### src/rtl/result_formatter.sv
// result_formatter: streams an ALU result to the UART as uppercase ASCII hex, one byte per transfer.
// Define RESULT_FORMATTER_CRLF_EN to terminate each result with CR LF.
module result_formatter (
    input  logic        clk,
    input  logic        n_rst,
    input  logic [3:0]  dtype,
    input  logic [4:0]  operator,
    input  logic [31:0] calc_res,
    input  logic        alu_done,
    output logic [7:0]  tx_data,
    output logic        tx_valid,
    input  logic        tx_ready,
    output logic        fmt_busy,
    output logic        fmt_done
);
    typedef enum logic [2:0] {
        IDLE, SIGN, DIGIT, SEP
`ifdef RESULT_FORMATTER_CRLF_EN
        , CR, LF
`endif
    } state_t;
    state_t      state;
    logic [31:0] val;
    logic [2:0]  cnt;
    logic        is_div;
    logic        neg;
    logic [31:0] mag;
    function automatic logic [7:0] hex(input logic [3:0] n);
        return (n < 4'd10) ? {4'h3, n} : 8'h37 + {4'h0, n};
    endfunction
    always_comb begin
        neg = (operator != 5'h04) && (dtype == 4'h1) && calc_res[31];
        mag = neg ? -calc_res : calc_res;
    end
    // val always holds the digits not yet presented, most significant nibble in [31:28]
    always_ff @(posedge clk or negedge n_rst) begin
        if (!n_rst) begin
            state    <= IDLE;
            val      <= '0;
            cnt      <= '0;
            is_div   <= 1'b0;
            tx_data  <= 8'h00;
            tx_valid <= 1'b0;
            fmt_busy <= 1'b0;
            fmt_done <= 1'b0;
        end else begin
            fmt_done <= 1'b0;
            if (state == IDLE) begin
                if (alu_done) begin
                    is_div   <= (operator == 5'h04);
                    cnt      <= 3'd0;
                    tx_valid <= 1'b1;
                    fmt_busy <= 1'b1;
                    state    <= neg ? SIGN : DIGIT;
                    tx_data  <= neg ? 8'h2D : hex(mag[31:28]);
                    val      <= neg ? mag : {mag[27:0], 4'h0};
                end
            end else if (tx_valid && tx_ready) begin
                case (state)
                    SIGN, SEP: begin
                        state   <= DIGIT;
                        tx_data <= hex(val[31:28]);
                        val     <= {val[27:0], 4'h0};
                    end
                    DIGIT: begin
                        if (is_div && cnt == 3'd3) begin
                            state   <= SEP;
                            tx_data <= 8'h72;
                            cnt     <= 3'd4;
                        end else if (cnt == 3'd7) begin
`ifdef RESULT_FORMATTER_CRLF_EN
                            state   <= CR;
                            tx_data <= 8'h0D;
`else
                            state    <= IDLE;
                            tx_valid <= 1'b0;
                            tx_data  <= 8'h00;
                            fmt_busy <= 1'b0;
                            fmt_done <= 1'b1;
`endif
                        end else begin
                            tx_data <= hex(val[31:28]);
                            val     <= {val[27:0], 4'h0};
                            cnt     <= cnt + 3'd1;
                        end
                    end
`ifdef RESULT_FORMATTER_CRLF_EN
                    CR: begin
                        state   <= LF;
                        tx_data <= 8'h0A;
                    end
                    LF: begin
                        state    <= IDLE;
                        tx_valid <= 1'b0;
                        tx_data  <= 8'h00;
                        fmt_busy <= 1'b0;
                        fmt_done <= 1'b1;
                    end
`endif
                    default: state <= IDLE;
                endcase
            end
        end
    end
endmodule

### config.mk
export PLATFORM = sky130hd
export DESIGN_NAME = result_formatter
export DESIGN_NICKNAME = d
export VERILOG_FILES = /design/src/rtl/result_formatter.sv
export SDC_FILE = /design/constraint.sdc
export NUM_CORES = 1
export LEC_CHECK = 0
export CORE_MARGIN = 2
export CORE_UTILIZATION = 40
export DETAILED_ROUTE_END_ITERATION = 10
export HOLD_SLACK_MARGIN = 0.12
export PLACE_DENSITY = 0.65
export SKIP_LAST_GASP = 1
export SLEW_MARGIN = 10
export SYNTH_ARGS = -nofsm -noshare
export SYNTH_HDL_FRONTEND = slang
export SYNTH_SLANG_ARGS = --single-unit
### constraint.sdc
create_clock -name clk -period 1.9 [get_ports clk]
set_input_delay 0.38 -clock clk [delete_from_list [all_inputs] [get_ports clk]]
set_output_delay 0.38 -clock clk [all_outputs]
set_load 0.01 [all_outputs]
Yosys cells after proc, flatten, opt, wreduce, memory -nomap -nowiden
Cells that the tools add are included.
{"block": "classes", "add_sub_neg": 4, "mul": 0, "n_div": 0, "magnitude_cmp": 2, "n_eq_ne": 14, "shift": 0, "muxes": 41, "n_bitwise": 0, "reduce_logical": 16}
{"op": "2-to-1 mux 32 bit", "n": 7}
{"op": "case mux 32 bit (2 select lines)", "n": 1}
{"op": "2-to-1 mux 7 bit", "n": 5}
{"op": "2-to-1 mux 3 bit", "n": 11}
{"op": "negation 32 bit", "n": 1}
{"op": "2-to-1 mux 8 bit", "n": 3}
{"op": "case mux 8 bit (2 select lines)", "n": 1}
{"op": "adder 6 x 4 -> 7 bit, first input constant", "n": 2}
{"op": "2-to-1 mux 1 bit", "n": 11}
{"op": "AND reduction 5 bit", "n": 2}
{"op": "== test 3 x 2 -> 1 bit, second input constant", "n": 3}
{"op": "!= test 3 bit, second input constant", "n": 3}
{"op": "less-than comparator 4 bit, second input constant", "n": 2}
{"op": "case mux 3 bit (2 select lines)", "n": 1}
{"op": "AND reduction 3 bit", "n": 2}
{"op": "nonzero test 2 bit", "n": 3}
{"op": "== test 5 x 3 -> 1 bit, second input constant", "n": 1}
{"op": "!= test 5 x 3 -> 1 bit, second input constant", "n": 1}
{"op": "== test 4 x 1 -> 1 bit, second input constant", "n": 1}
{"op": "logical AND 1 bit", "n": 4}
{"op": "!= test 2 bit, second input constant", "n": 2}
{"op": "!= test 4 bit, second input constant", "n": 1}
{"op": "AND reduction 4 bit", "n": 1}
{"op": "adder 3 x 1 -> 3 bit, second input constant", "n": 1}
{"op": "7 further kinds", "n": 7}
{"block": "totals", "register_bits": 49, "latch_bits": 0, "ram_bits": 0, "mem_bits_ro": 0, "input_bits": 45, "out_inout_bits": 11, "elab_cells": 84, "n_memories": 0}

Depth between registers and ports, before layout
{"block": "logic_depth", "depth_word": 9, "ltp_mapped": 9, "ltp_nobuf": 8}

Least setup slack after synthesis
Ideal clock, no wire load.
{"block": "synth_timing", "path_kind": "input-to-reg", "from": "input calc_res[11]", "to": "register val[26]", "setup_ns": 0.135, "arrival_time_ns": 1.906, "t_required_ns": 1.765, "slack_ns": -0.142, "stages": 8, "path_buffers": 2, "cell_sequence": "buf_2 > nor4_1 > nor2b_1 > buf_2 > nand3_1 > or3_1 > a31oi_1 > a221oi_1"}
{"block": "synth_via", "elab_chain_len": 5}
{"element": "from (decl)", "line_no": "8", "source": "input logic [31:0] calc_res,"}
{"element": "negation 32 bit", "line_no": "33", "source": "mag = neg ? -calc_res : calc_res;"}
{"element": "2-to-1 mux 32 bit", "line_no": "33"}
{"element": "2-to-1 mux 32 bit", "line_no": "56", "source": "val <= neg ? mag : {mag[27:0], 4'h0};"}
{"element": "2-to-1 mux 32 bit", "line_no": "49", "source": "if (alu_done) begin"}
{"element": "2-to-1 mux 32 bit", "line_no": "48", "source": "if (state == IDLE) begin"}
{"element": "to (signal assigned)", "line_no": "56"}
{"element": "to (signal assigned)", "line_no": "63", "source": "val <= {val[27:0], 4'h0};"}
{"element": "to (signal assigned)", "line_no": "83", "source": "val <= {val[27:0], 4'h0};"}
{"element": "to (decl)", "line_no": "23", "source": "logic [31:0] val;"}
Every way passes these cells. The select of a mux whose other input is x is not followed.
A chain may end at the register's enable or synchronous reset.

Worst setup path in the final report
{"block": "layout_timing", "from": "register state[0]", "to": "register tx_data[0]"}
{"block": "layout_via", "elab_chain_len": 5, "word_cells_on_any_way": 12, "classes_between": "eq/ne (4); mux (3); reduce/logical (5)"}
{"element": "from (decl)", "line_no": "22", "source": "state_t state;"}
{"element": "from (signal assigned)", "line_no": "54", "source": "state <= neg ? SIGN : DIGIT;"}
{"element": "== test 3 x 1 -> 1 bit / == test 3 x 2 -> 1 bit (equally long branches)", "line_no": "59", "source": "case (state)"}
{"element": "OR reduction 2 bit", "line_no": "59"}
{"element": "case mux 8 bit (2 select lines)", "line_no": "59"}
{"element": "2-to-1 mux 8 bit", "line_no": "58", "source": "end else if (tx_valid && tx_ready) begin"}
{"element": "2-to-1 mux 8 bit", "line_no": "48"}
{"element": "to (signal assigned)", "line_no": "55", "source": "tx_data <= neg ? 8'h2D : hex(mag[31:28]);"}
{"element": "to (signal assigned)", "line_no": "62", "source": "tx_data <= hex(val[31:28]);"}
{"element": "to (signal assigned)", "line_no": "82", "source": "tx_data <= hex(val[31:28]);"}
{"element": "to (decl)", "line_no": "10", "source": "output logic [7:0] tx_data,"}
Parallel ways exist; a longest one is shown, timed or not. The select of a mux whose other input is x is not followed.

==> impl_metrics.json <==
{
  "synthDistinctLibCells": 61,
  "wire_per_inst_um": 17.5,
  "finalHoldViolCount": 0,
  "startpoint_type": "register",
  "multi_input_area_um2": 2320,
  "setup.worst_path.end": "tx_data[0]$_DFFE_PN0P_",
  "nets": 579,
  "cts_tree": "done",
  "clk_pin_slew_ns": 0.10,
  "ys_ff_latch": 47,
  "power_density_nw_per_um2": 973,
  "grt_max_degree": 48,
  "fin_area_um2": 5170,
  "dieArea_um2": 8960,
  "htree_levels": 2,
  "r2r_end": "tx_data[0]$_DFFE_PN0P_",
  "fin_crit_sh_pct": 104,
  "initial_utilization_pct": 40.6,
  "vias": 3717,
  "drtPass1Iterations": 5,
  "fin_ws_ns": -0.0702,
  "synth_area_um2": 3290,
  "crit_path_max_incr_delay_ns": 0.42,
  "final_cells": 635,
  "cts_made_buffers": 5,
  "ir_worst_vdd_mv": 0.380,
  "crit_arrival_ns": 2.16,
  "root_buffer": "clkbuf_8",
  "rsz0062_at_grt": "true",
  "cp_data_required_time_ns": 2.09,
  "skew_ns": 0.0132,
  "crit_start": "state[0]$_DFFE_PN0P_",
  "ys_warn_count": 0,
  "place_inst": 605,
  "final_antenna_net_count": 0,
  "criticalPathCategory": "register to register",
  "drt_iter0_drc": 349,
  "grt_use_total_pct": 24.0,
  "grt_pass1_vias": 3592,
  "endpoint_kind": "register",
  "vias_per_cell": 5.85,
  "synthTopCellsByArea": "dfrtp_1 (36%), o21ai_0 (6.2%), nand2_1 (5.3%)",
  "fmax_mhz": 508,
  "antenna_found_initial": 0,
  "synth_edf_count": 0,
  "clkSinkCount": 47,
  "overflow": 0,
  "final_common_cell": "buf_4",
  "r2r_cells": 7,
  "die_x_um": 94.7,
  "syn-num-nets": 442,
  "gp_congestion": 0.911,
  "routed_wl_um": 11100,
  "hpwl_um": 7180,
  "min_period_ns": 1.97,
  "synth-seq-area-share_pct": 35.8,
  "drive_gt1_share_pct": 36.8,
  "port_buffers": 54,
  "synthCells": 392,
  "violations": "negative setup slack",
  "async_reset_ff_share_pct": 100,
  "worstPathMaxFanout": 3,
  "grt_pass1_wl_um": 16900,
  "ys.flop_type": "dfrtp_1",
  "max_cap_viol_count": 0,
  "core_region_area_um2": 8090,
  "status": "complete, but fails checks",
  "placementRows": 33,
  "power_mw": 5.03,
  "nFillCells": 671,
  "synth_top_area_share_pct": 35.8,
  "area_growth_pct": 57.4,
  "final_cell_mix": "buf_4 (83), dfrtp_1 (47), nand2_1 (46)",
  "cts_buffer_depth": 2,
  "maxSlewViolCount": 0,
  "placed_cell_area_um2": 4540,
  "ios": 56,
  "seqCellArea_um2": 1180,
  "syn_area_per_cell_um2": 8.38,
  "drc": 0,
  "fp.dieH_um": 94.7,
  "hp-class": "input port to register",
  "crit_chain": "buf_6, or3b_4, buf_8, buf_12, a211oi_2, nor4b_2, nor3b_2",
  "clkLatencyLatePin_ns": 0.31,
  "power_leakage_nw": 2.18,
  "antennaDiodeCount": 0,
  "crit_slowest_cell": "dfrtp_1",
  "reg2reg_from": "state[0]$_DFFE_PN0P_",
  "synth_area_leader_cell": "dfrtp_1",
  "r2r_slack_ns": -0.07,
  "setup_viol": 4
}
[synthesized netlist by cell type (11+ instances only)]
cell,n
a21oi_1,32
buf_2,12
clkbuf_1,15
dfrtp_1,47
nand2_1,46
nand3_1,15
nor2_1,16
nor3_1,12
o211ai_1,11
o21ai_0,41
or3_1,11
xor2_1,13
[stage by stage]
stage               hold WS [ns]  setup TNS, ns  setup slack (ns)  utilization, %
finish                     0.484        -0.0952           -0.0702            63.9
global route               0.496         -0.822            -0.131            63.9
CTS                        0.479         -0.146           -0.0507            60.8
detailed placement         0.390         -20.94            -0.702            56.1
global placement           0.390         -19.61            -0.664            56.1
floorplan                 0.0844         -0.373            -0.133               -
[worst min path at each step]
| stage | start | endpoint | slack (ns) | depth (start not counted) |
|---|---|---|---|---|
| global route | operator[0] | is_div$_DFFE_PN0P_ | 0.50 | 3 |
| finish | calc_res[17] | val[17]$_DFFE_PN0P_ | 0.48 | 5 |
| floorplan | n_rst | cnt[0]$_DFFE_PN0P_ | 0.08 | 0 |
| CTS | calc_res[17] | val[17]$_DFFE_PN0P_ | 0.48 | 5 |
| global placement | n_rst | val[19]$_DFFE_PN0P_ | 0.39 | 2 |
| detailed placement | n_rst | val[19]$_DFFE_PN0P_ | 0.39 | 2 |
[layout make-up]
type                    count  share of cell area (%)
inverters                   8                   0.580
multi-input cells         309                    44.8
clock inverters             3                   0.387
well taps                 105                    2.54
clock buffers               5                    1.33
repair buffers            158                    27.7
flip-flops and latches     47                    22.7
[timing repair]
item	4_1_cts	5_1_grt
resized for setup	78	78
hold buffers	1	0
pin swaps	24	37
gates cloned	2	2
hold endpoints to repair	47	0
setup buffers	12	11
endpoints found under the setup margin	40	38
[where the power goes]
group	internal (mW)	switching, mW
combinational	1.34	1.40
clock	0.257	0.374
sequential	1.38	0.287
[flip-flops by register name, indices dropped and copies added (netlist names)]
signal and flops:
val 32, tx_data 7, cnt 3, state 2, fmt_busy 1, fmt_done 1, is_div 1
[layer usage]
metal / part of all wire, % / vias up / track usage (%)
met4: 2.5 / 0 / 8.45
li1: - / 1715 / -
met1: 42 / 1801 / 32.1
met5: 0 / - / 0
met3: 7.9 / 24 / 4.71
met2: 48 / 177 / 38.8
[logic make-up after synthesis]
group                    after synthesis  synth area share (%)
AO/OA/AOI/OAI                        128                  24.8
XOR/XNOR                              23                  6.13
adder cells (fa/ha/maj)                5                  1.90
buffers and inverters                 38                  5.25
flip-flops                            47                  35.8
multiplexers                           4                  1.22
other                                  1                 0.114
AND/OR/NAND/NOR                      146                  24.8
[critical path, delay by kind of cell (launching register included)]
kind	cells	cell delay (ns)
buffers and inverters	3	0.39
AO/OA/AOI/OAI	1	0.29
flip-flops	1	0.42
AND/OR/NAND/NOR	3	0.74
Note: power is estimated with default switching activity, not from simulation.
